--- config.mk ---
export PLATFORM = sky130hd
export DESIGN_NAME = switch_mcu_inst_decoder
export DESIGN_NICKNAME = d
export VERILOG_FILES = /design/src/rtl/switch_mcu_inst_decoder.sv
export SDC_FILE = /design/constraint.sdc
export NUM_CORES = 1
export LEC_CHECK = 0
export CORE_UTILIZATION = 40
export CTS_BUF_LIST = sky130_fd_sc_hd__clkbuf_2
export CTS_CLUSTER_SIZE = 28
export DETAILED_ROUTE_END_ITERATION = 10
export GPL_ROUTABILITY_DRIVEN = 1
export HOLD_SLACK_MARGIN = 0.08
export PLACE_DENSITY = 0.81
export SKIP_LAST_GASP = 1
export SLEW_MARGIN = 20
export SYNTH_ARGS = -nofsm -noshare
export SYNTH_HDL_FRONTEND = slang
export SYNTH_SLANG_ARGS = --single-unit
--- constraint.sdc ---
create_clock -name in_clk -period 7.1 [get_ports in_clk]
set_clock_uncertainty 0.2 [all_clocks]
set_input_delay 0.71 -clock in_clk [delete_from_list [all_inputs] [get_ports in_clk]]
set_output_delay 0.71 -clock in_clk [all_outputs]
set_load 0.02 [all_outputs]
--- src/rtl/switch_mcu_inst_decoder.sv ---
// ---------------------------------------------------------------------------
// switch_mcu_inst_decoder
//
// Purpose:
//   RV32I instruction decoder for the switch MCU execute stage. It takes one
//   32-bit instruction word and turns it into a set of one-hot instruction
//   strobes, the three register indices and the raw immediate fields. Every
//   output is registered. The registers load only on a rising clock edge where
//   the shared execution phase counter reads 0. At any other count, including
//   the unused values 3..15, they hold their value.
//
// Ports:
//   in_clk            clock, rising edge
//   in_rst            asynchronous active-high reset, clears every output
//   in_cycle_cnt[3:0] execution phase (0,1,2 repeating); capture in phase 0
//   in_inst[31:0]     instruction word to decode
//   out_<mnemonic>    one strobe per RV32I instruction, at most one high
//   out_rs1/rs2/rd    inst[19:15] / inst[24:20] / inst[11:7]
//   out_imm_type_i    inst[31:20]
//   out_imm_type_s    {inst[31:25], inst[11:7]}
//   out_imm_type_b    imm[12:1]
//   out_imm_type_u    inst[31:12]
//   out_imm_type_j    imm[20:2] (imm[1] dropped, jump targets are word aligned)
//
// There is no handshake. Phase 0 of the counter acts as the load enable.
// Unrecognised encodings decode to all strobes low, and no exception is raised.
// ---------------------------------------------------------------------------
module switch_mcu_inst_decoder (
    input  logic        in_clk,
    input  logic        in_rst,
    input  logic [3:0]  in_cycle_cnt,
    input  logic [31:0] in_inst,
    output logic        out_lui,
    output logic        out_auipc,
    output logic        out_jal,
    output logic        out_jalr,
    output logic        out_beq,
    output logic        out_bne,
    output logic        out_blt,
    output logic        out_bge,
    output logic        out_bltu,
    output logic        out_bgeu,
    output logic        out_lb,
    output logic        out_lh,
    output logic        out_lw,
    output logic        out_lbu,
    output logic        out_lhu,
    output logic        out_sb,
    output logic        out_sh,
    output logic        out_sw,
    output logic        out_addi,
    output logic        out_slti,
    output logic        out_sltiu,
    output logic        out_xori,
    output logic        out_ori,
    output logic        out_andi,
    output logic        out_slli,
    output logic        out_srli,
    output logic        out_srai,
    output logic        out_add,
    output logic        out_sub,
    output logic        out_sll,
    output logic        out_slt,
    output logic        out_sltu,
    output logic        out_xor,
    output logic        out_srl,
    output logic        out_sra,
    output logic        out_or,
    output logic        out_and,
    output logic        out_fence,
    output logic        out_fence_i,
    output logic        out_ecall,
    output logic        out_ebreak,
    output logic        out_csrrw,
    output logic        out_csrrs,
    output logic        out_csrrc,
    output logic        out_csrrwi,
    output logic        out_csrrsi,
    output logic        out_csrrci,
    output logic [4:0]  out_rs2,
    output logic [4:0]  out_rs1,
    output logic [4:0]  out_rd,
    output logic [11:0] out_imm_type_i,
    output logic [11:0] out_imm_type_s,
    output logic [11:0] out_imm_type_b,
    output logic [19:0] out_imm_type_u,
    output logic [18:0] out_imm_type_j
);

    // All strobes in one packed struct, so that clearing and loading them is a
    // single assignment. The and/or/xor members carry a suffix because the
    // bare words are SystemVerilog keywords.
    typedef struct packed {
        logic lui, auipc, jal, jalr;
        logic beq, bne, blt, bge, bltu, bgeu;
        logic lb, lh, lw, lbu, lhu, sb, sh, sw;
        logic addi, slti, sltiu, xori, ori, andi, slli, srli, srai;
        logic add, sub, sll, slt, sltu, xor_op, srl, sra, or_op, and_op;
        logic fence, fence_i, ecall, ebreak;
        logic csrrw, csrrs, csrrc, csrrwi, csrrsi, csrrci;
    } strobes_t;

    localparam logic [6:0] OPC_LUI    = 7'b0110111;
    localparam logic [6:0] OPC_AUIPC  = 7'b0010111;
    localparam logic [6:0] OPC_JAL    = 7'b1101111;
    localparam logic [6:0] OPC_JALR   = 7'b1100111;
    localparam logic [6:0] OPC_BRANCH = 7'b1100011;
    localparam logic [6:0] OPC_LOAD   = 7'b0000011;
    localparam logic [6:0] OPC_STORE  = 7'b0100011;
    localparam logic [6:0] OPC_OPIMM  = 7'b0010011;
    localparam logic [6:0] OPC_OP     = 7'b0110011;
    localparam logic [6:0] OPC_FENCE  = 7'b0001111;
    localparam logic [6:0] OPC_SYSTEM = 7'b1110011;

    localparam logic [6:0] F7_BASE = 7'b0000000;
    localparam logic [6:0] F7_ALT  = 7'b0100000;

    logic [6:0] opcode;
    logic [2:0] f3;
    logic [6:0] f7;
    strobes_t   dec;
    strobes_t   dec_q;
    logic       capture;

    assign opcode  = in_inst[6:0];
    assign f3      = in_inst[14:12];
    assign f7      = in_inst[31:25];
    // Counter values above 2 never come from the slot sequencer. They fall
    // through to hold along with phases 1 and 2.
    assign capture = (in_cycle_cnt == 4'd0);

    always_comb begin
        dec = '0;
        case (opcode)
            OPC_LUI:   dec.lui   = 1'b1;
            OPC_AUIPC: dec.auipc = 1'b1;
            OPC_JAL:   dec.jal   = 1'b1;
            OPC_JALR:  dec.jalr  = (f3 == 3'b000);
            OPC_BRANCH: begin
                case (f3)
                    3'b000:  dec.beq  = 1'b1;
                    3'b001:  dec.bne  = 1'b1;
                    3'b100:  dec.blt  = 1'b1;
                    3'b101:  dec.bge  = 1'b1;
                    3'b110:  dec.bltu = 1'b1;
                    3'b111:  dec.bgeu = 1'b1;
                    default: ;
                endcase
            end
            OPC_LOAD: begin
                case (f3)
                    3'b000:  dec.lb  = 1'b1;
                    3'b001:  dec.lh  = 1'b1;
                    3'b010:  dec.lw  = 1'b1;
                    3'b100:  dec.lbu = 1'b1;
                    3'b101:  dec.lhu = 1'b1;
                    default: ;
                endcase
            end
            OPC_STORE: begin
                case (f3)
                    3'b000:  dec.sb = 1'b1;
                    3'b001:  dec.sh = 1'b1;
                    3'b010:  dec.sw = 1'b1;
                    default: ;
                endcase
            end
            OPC_OPIMM: begin
                // Only the shift-immediate forms look at funct7, because bits
                // 31:25 are ordinary immediate bits for the others.
                case (f3)
                    3'b000:  dec.addi  = 1'b1;
                    3'b010:  dec.slti  = 1'b1;
                    3'b011:  dec.sltiu = 1'b1;
                    3'b100:  dec.xori  = 1'b1;
                    3'b110:  dec.ori   = 1'b1;
                    3'b111:  dec.andi  = 1'b1;
                    3'b001:  dec.slli  = (f7 == F7_BASE);
                    3'b101: begin
                        dec.srli = (f7 == F7_BASE);
                        dec.srai = (f7 == F7_ALT);
                    end
                    default: ;
                endcase
            end
            OPC_OP: begin
                if (f7 == F7_BASE) begin
                    case (f3)
                        3'b000:  dec.add    = 1'b1;
                        3'b001:  dec.sll    = 1'b1;
                        3'b010:  dec.slt    = 1'b1;
                        3'b011:  dec.sltu   = 1'b1;
                        3'b100:  dec.xor_op = 1'b1;
                        3'b101:  dec.srl    = 1'b1;
                        3'b110:  dec.or_op  = 1'b1;
                        default: dec.and_op = 1'b1;
                    endcase
                end else if (f7 == F7_ALT) begin
                    dec.sub = (f3 == 3'b000);
                    dec.sra = (f3 == 3'b101);
                end
            end
            OPC_FENCE: begin
                dec.fence   = (f3 == 3'b000);
                dec.fence_i = (f3 == 3'b001);
            end
            OPC_SYSTEM: begin
                // ecall and ebreak are matched on the whole word. Any other
                // funct3=000 SYSTEM word (e.g. mret/wfi) decodes to nothing.
                if (in_inst == 32'h0000_0073) begin
                    dec.ecall = 1'b1;
                end else if (in_inst == 32'h0010_0073) begin
                    dec.ebreak = 1'b1;
                end else begin
                    case (f3)
                        3'b001:  dec.csrrw  = 1'b1;
                        3'b010:  dec.csrrs  = 1'b1;
                        3'b011:  dec.csrrc  = 1'b1;
                        3'b101:  dec.csrrwi = 1'b1;
                        3'b110:  dec.csrrsi = 1'b1;
                        3'b111:  dec.csrrci = 1'b1;
                        default: ;
                    endcase
                end
            end
            default: ;
        endcase
    end

    always_ff @(posedge in_clk or posedge in_rst) begin
        if (in_rst) begin
            dec_q          <= '0;
            out_rs2        <= '0;
            out_rs1        <= '0;
            out_rd         <= '0;
            out_imm_type_i <= '0;
            out_imm_type_s <= '0;
            out_imm_type_b <= '0;
            out_imm_type_u <= '0;
            out_imm_type_j <= '0;
        end else if (capture) begin
            dec_q          <= dec;
            out_rs2        <= in_inst[24:20];
            out_rs1        <= in_inst[19:15];
            out_rd         <= in_inst[11:7];
            out_imm_type_i <= in_inst[31:20];
            out_imm_type_s <= {in_inst[31:25], in_inst[11:7]};
            out_imm_type_b <= {in_inst[31], in_inst[7], in_inst[30:25], in_inst[11:8]};
            out_imm_type_u <= in_inst[31:12];
            out_imm_type_j <= {in_inst[31], in_inst[19:12], in_inst[20], in_inst[30:22]};
        end
    end

    assign out_lui     = dec_q.lui;
    assign out_auipc   = dec_q.auipc;
    assign out_jal     = dec_q.jal;
    assign out_jalr    = dec_q.jalr;
    assign out_beq     = dec_q.beq;
    assign out_bne     = dec_q.bne;
    assign out_blt     = dec_q.blt;
    assign out_bge     = dec_q.bge;
    assign out_bltu    = dec_q.bltu;
    assign out_bgeu    = dec_q.bgeu;
    assign out_lb      = dec_q.lb;
    assign out_lh      = dec_q.lh;
    assign out_lw      = dec_q.lw;
    assign out_lbu     = dec_q.lbu;
    assign out_lhu     = dec_q.lhu;
    assign out_sb      = dec_q.sb;
    assign out_sh      = dec_q.sh;
    assign out_sw      = dec_q.sw;
    assign out_addi    = dec_q.addi;
    assign out_slti    = dec_q.slti;
    assign out_sltiu   = dec_q.sltiu;
    assign out_xori    = dec_q.xori;
    assign out_ori     = dec_q.ori;
    assign out_andi    = dec_q.andi;
    assign out_slli    = dec_q.slli;
    assign out_srli    = dec_q.srli;
    assign out_srai    = dec_q.srai;
    assign out_add     = dec_q.add;
    assign out_sub     = dec_q.sub;
    assign out_sll     = dec_q.sll;
    assign out_slt     = dec_q.slt;
    assign out_sltu    = dec_q.sltu;
    assign out_xor     = dec_q.xor_op;
    assign out_srl     = dec_q.srl;
    assign out_sra     = dec_q.sra;
    assign out_or      = dec_q.or_op;
    assign out_and     = dec_q.and_op;
    assign out_fence   = dec_q.fence;
    assign out_fence_i = dec_q.fence_i;
    assign out_ecall   = dec_q.ecall;
    assign out_ebreak  = dec_q.ebreak;
    assign out_csrrw   = dec_q.csrrw;
    assign out_csrrs   = dec_q.csrrs;
    assign out_csrrc   = dec_q.csrrc;
    assign out_csrrwi  = dec_q.csrrwi;
    assign out_csrrsi  = dec_q.csrrsi;
    assign out_csrrci  = dec_q.csrrci;

endmodule

==> flow_summary.yaml <==
timing:
  grt_setup_unrepaired: "no"
  slew_viol_final: 0
  worst_slew_pin_slew_ps: 910
  post-route-period-util_pct: 40.3
  maxSlewHeadroom_pct: 39.3
  final.setup.tns_ps: 0
  setup_violations: 0
  period_needed_ps: 2860
  hold_viol: 0
  holdWs_ps: 298
  layout_setup_ws_ps: 4240
  fmax_ghz: 0.350
cts:
  clock-root-buffer: "clkbuf_2"
  clk_path_buf_depth: 2
  cts.sinks: 72
  cts_tree: "built"
  cts_setup_buffers: 0
  cts_resized: 0
  clk_pin_slew_ps: 180
  numCtsBuffers: 9
  cts_hold_buffers: 0
  clock_latency_ps: 490
  h-tree-depth: 3
place:
  place_area_um2: 4750
  dpl.hpwl_um: 6780
  gp_congestion: 0.840
  pre_cts_ws_ps: 3750
  io_buffers: 174
grt:
  grt_overflow: 0
  grt_pass1_vias: 2795
  antenna_found_initial: 0
  grt_max_degree: 84
  grt_pass1_wl_um: 14300
  grt.total_usage_pct: 21.8
synth:
  synth_cell_types: 30
  netlist_instances: 357
  syn-num-nets: 395
  ys_ff_latch: 72
  ys_top_cells_by_area: "dfrtp_1, buf_4, nand2_1, o21ai_0, a22o_1"
  syn_avg_cell_area_um2: 9.47
  ys_seq_area_share_pct: 53.3
  synth_fa_ha_area_share_pct: 0
  netlist_area_um2: 3380
  synthMuxAreaShare_pct: 0
  synth-simple-area-share_pct: 21.1
  synth_compound_area_share_pct: 9.33
  synth-edff-count: 0
  synth_warnings: 0
  synthXorXnorAreaFrac_pct: 0
  synth_common_cells: "nand2_1, dfrtp_1, buf_4"
  yosys.area.top_type: "dfrtp_1"
  synthArstFlopShare_pct: 100
  ys.flop_type: "dfrtp_1"
  yosysTopAreaCellShare_pct: 53.3
  synth_top_family_by_area: "simple AND/OR/NAND/NOR gates"
  synth_most_common_cell: "nand2_1"
worst_setup_path:
  worst_setup_path_start_kind: "input port"
  cp-startpoint: "in_cycle_cnt[1]"
  cp-end-kind: "register"
  path_max_fanout: 83
  r2r_end: "out_sra"
  crit_type: "input port to register"
  crit_required_ps: 7310
  worstReg2RegStart: "out_sra"
  worst-r2r-setup-slack_ps: 6130
  worstPathArrival_ps: 3070
  ff2ff_path_depth: 1
  crit_end: "out_slli"
routing:
  via_per_inst: 5.04
  topRoutingLayerUsed: "met4"
  vias: 2915
  drcViolationCount: 0
  wl_met2_um: 4670
  dr.pass1.iters: 4
  wl_per_cell_um: 16.1
  met3WireLength_um: 718
  wl_met1_um: 3710
  antenna_left: 0
  routed_wl_um: 9290
  drt_iter0_markers: 167
floorplanning:
  io_pins: 175
  die_h_um: 93.9
  dieArea_um2: 8820
  core_um2: 8180
  die_w_um: 93.9
  num_rows: 33
  floorplan.initialDensity_pct: 41.3
flow_run:
  maxCapViolCount: 0
worst_hold_path:
  hp-class: "register to register"
cells_and_area:
  drive_gt1_share_pct: 6.98
  fin_area_um2: 4860
  areaGrowthSynthToFinish_pct: 43.8
  insertedDiodeCount: 0
  fin_nets: 506
power:
  power.density_nw_per_um2: 223
  max-vdd-ir-drop_uv: 78.2
  leakage_nw: 2.09
  p_total_mw: 1.08
status:
  outcome: "finished, final reports clean"
==> state kept, by name (all words and copies together) (netlist names), 4 cells and up <==
signal / count
out_imm_type_i: 8
out_imm_type_u: 4
out_rd: 4
out_rs1: 4
out_rs2: 4
==> logic make-up (layout without fill, tap and decap cells) <==
kind of cell           after synthesis  after routing
AOI/OAI and AO/OA                   48             48
buffers and inverters               81            197
DFF                                 72             72
and+or+nand+nor                    156            156
==> metal layers <==
metal  up-vias  track usage (%)
met5         -                0
met4         0             9.10
met3        20             5.74
met2       147             37.1
met1      1401             25.9
li1       1347                -
==> placed cells by master, fill, tap and decap left out, types with 2 or more instances in the layout <==
cell type / n
nand4_1: 4
dfrtp_1: 72
nand3_1: 3
and3b_1: 2
a22o_1: 11
nor2_1: 7
clkdlybuf4s50_1: 174
o21ai_0: 28
buf_4: 3
or4_4: 3
nor4_1: 5
nand3b_1: 2
clkinv_2: 2
nor3_1: 4
or3_1: 3
nor2b_1: 2
inv_1: 3
o21ai_2: 7
nand2_1: 113
clkbuf_2: 10
==> worst max-delay path, stage by stage <==
cell             delay (ps)
clkdlybuf4s50_1         460
or4_2                   670
buf_4                   380
or3_1                   560
o31ai_1                 270
==> power breakdown <==
part | switching [mW] | internal, mW | leakage (nW)
Sequential | 0.0339 | 0.437 | 0.971
Clock | 0.145 | 0.0810 | 0.0693
Combinational | 0.198 | 0.190 | 1.05
==> through the flow <==
stage | util [%] | std cells
4_1_cts | 59.5 | 578
2_1_floorplan | - | 357
5_1_grt | 59.5 | 578
3_5_place_dp | 58.1 | 562
3_3_place_gp | 58.1 | 562
6_report | 59.5 | 578
==> worst min-delay path by stage <==
stage / cells past startpoint / startpoint / end
3_3_place_gp: 2 / out_lui / out_lui
3_5_place_dp: 2 / out_lui / out_lui
4_1_cts: 2 / out_lui / out_lui
6_report: 2 / out_lui / out_lui
2_1_floorplan: 2 / out_lui / out_lui
5_1_grt: 2 / out_sll / out_sll
==> area by class of cell <==
cell class              instances  area (µm²)
inverters                       4        15.0
fillers                       698        3310
clock buffers                  10        50.0
repair buffers                177        1760
flip-flops and latches         72        1800
well taps                     105         131
clock inverters                 6        60.1
multi-input cells             204        1040
Power figures use the tool's default switching activity.
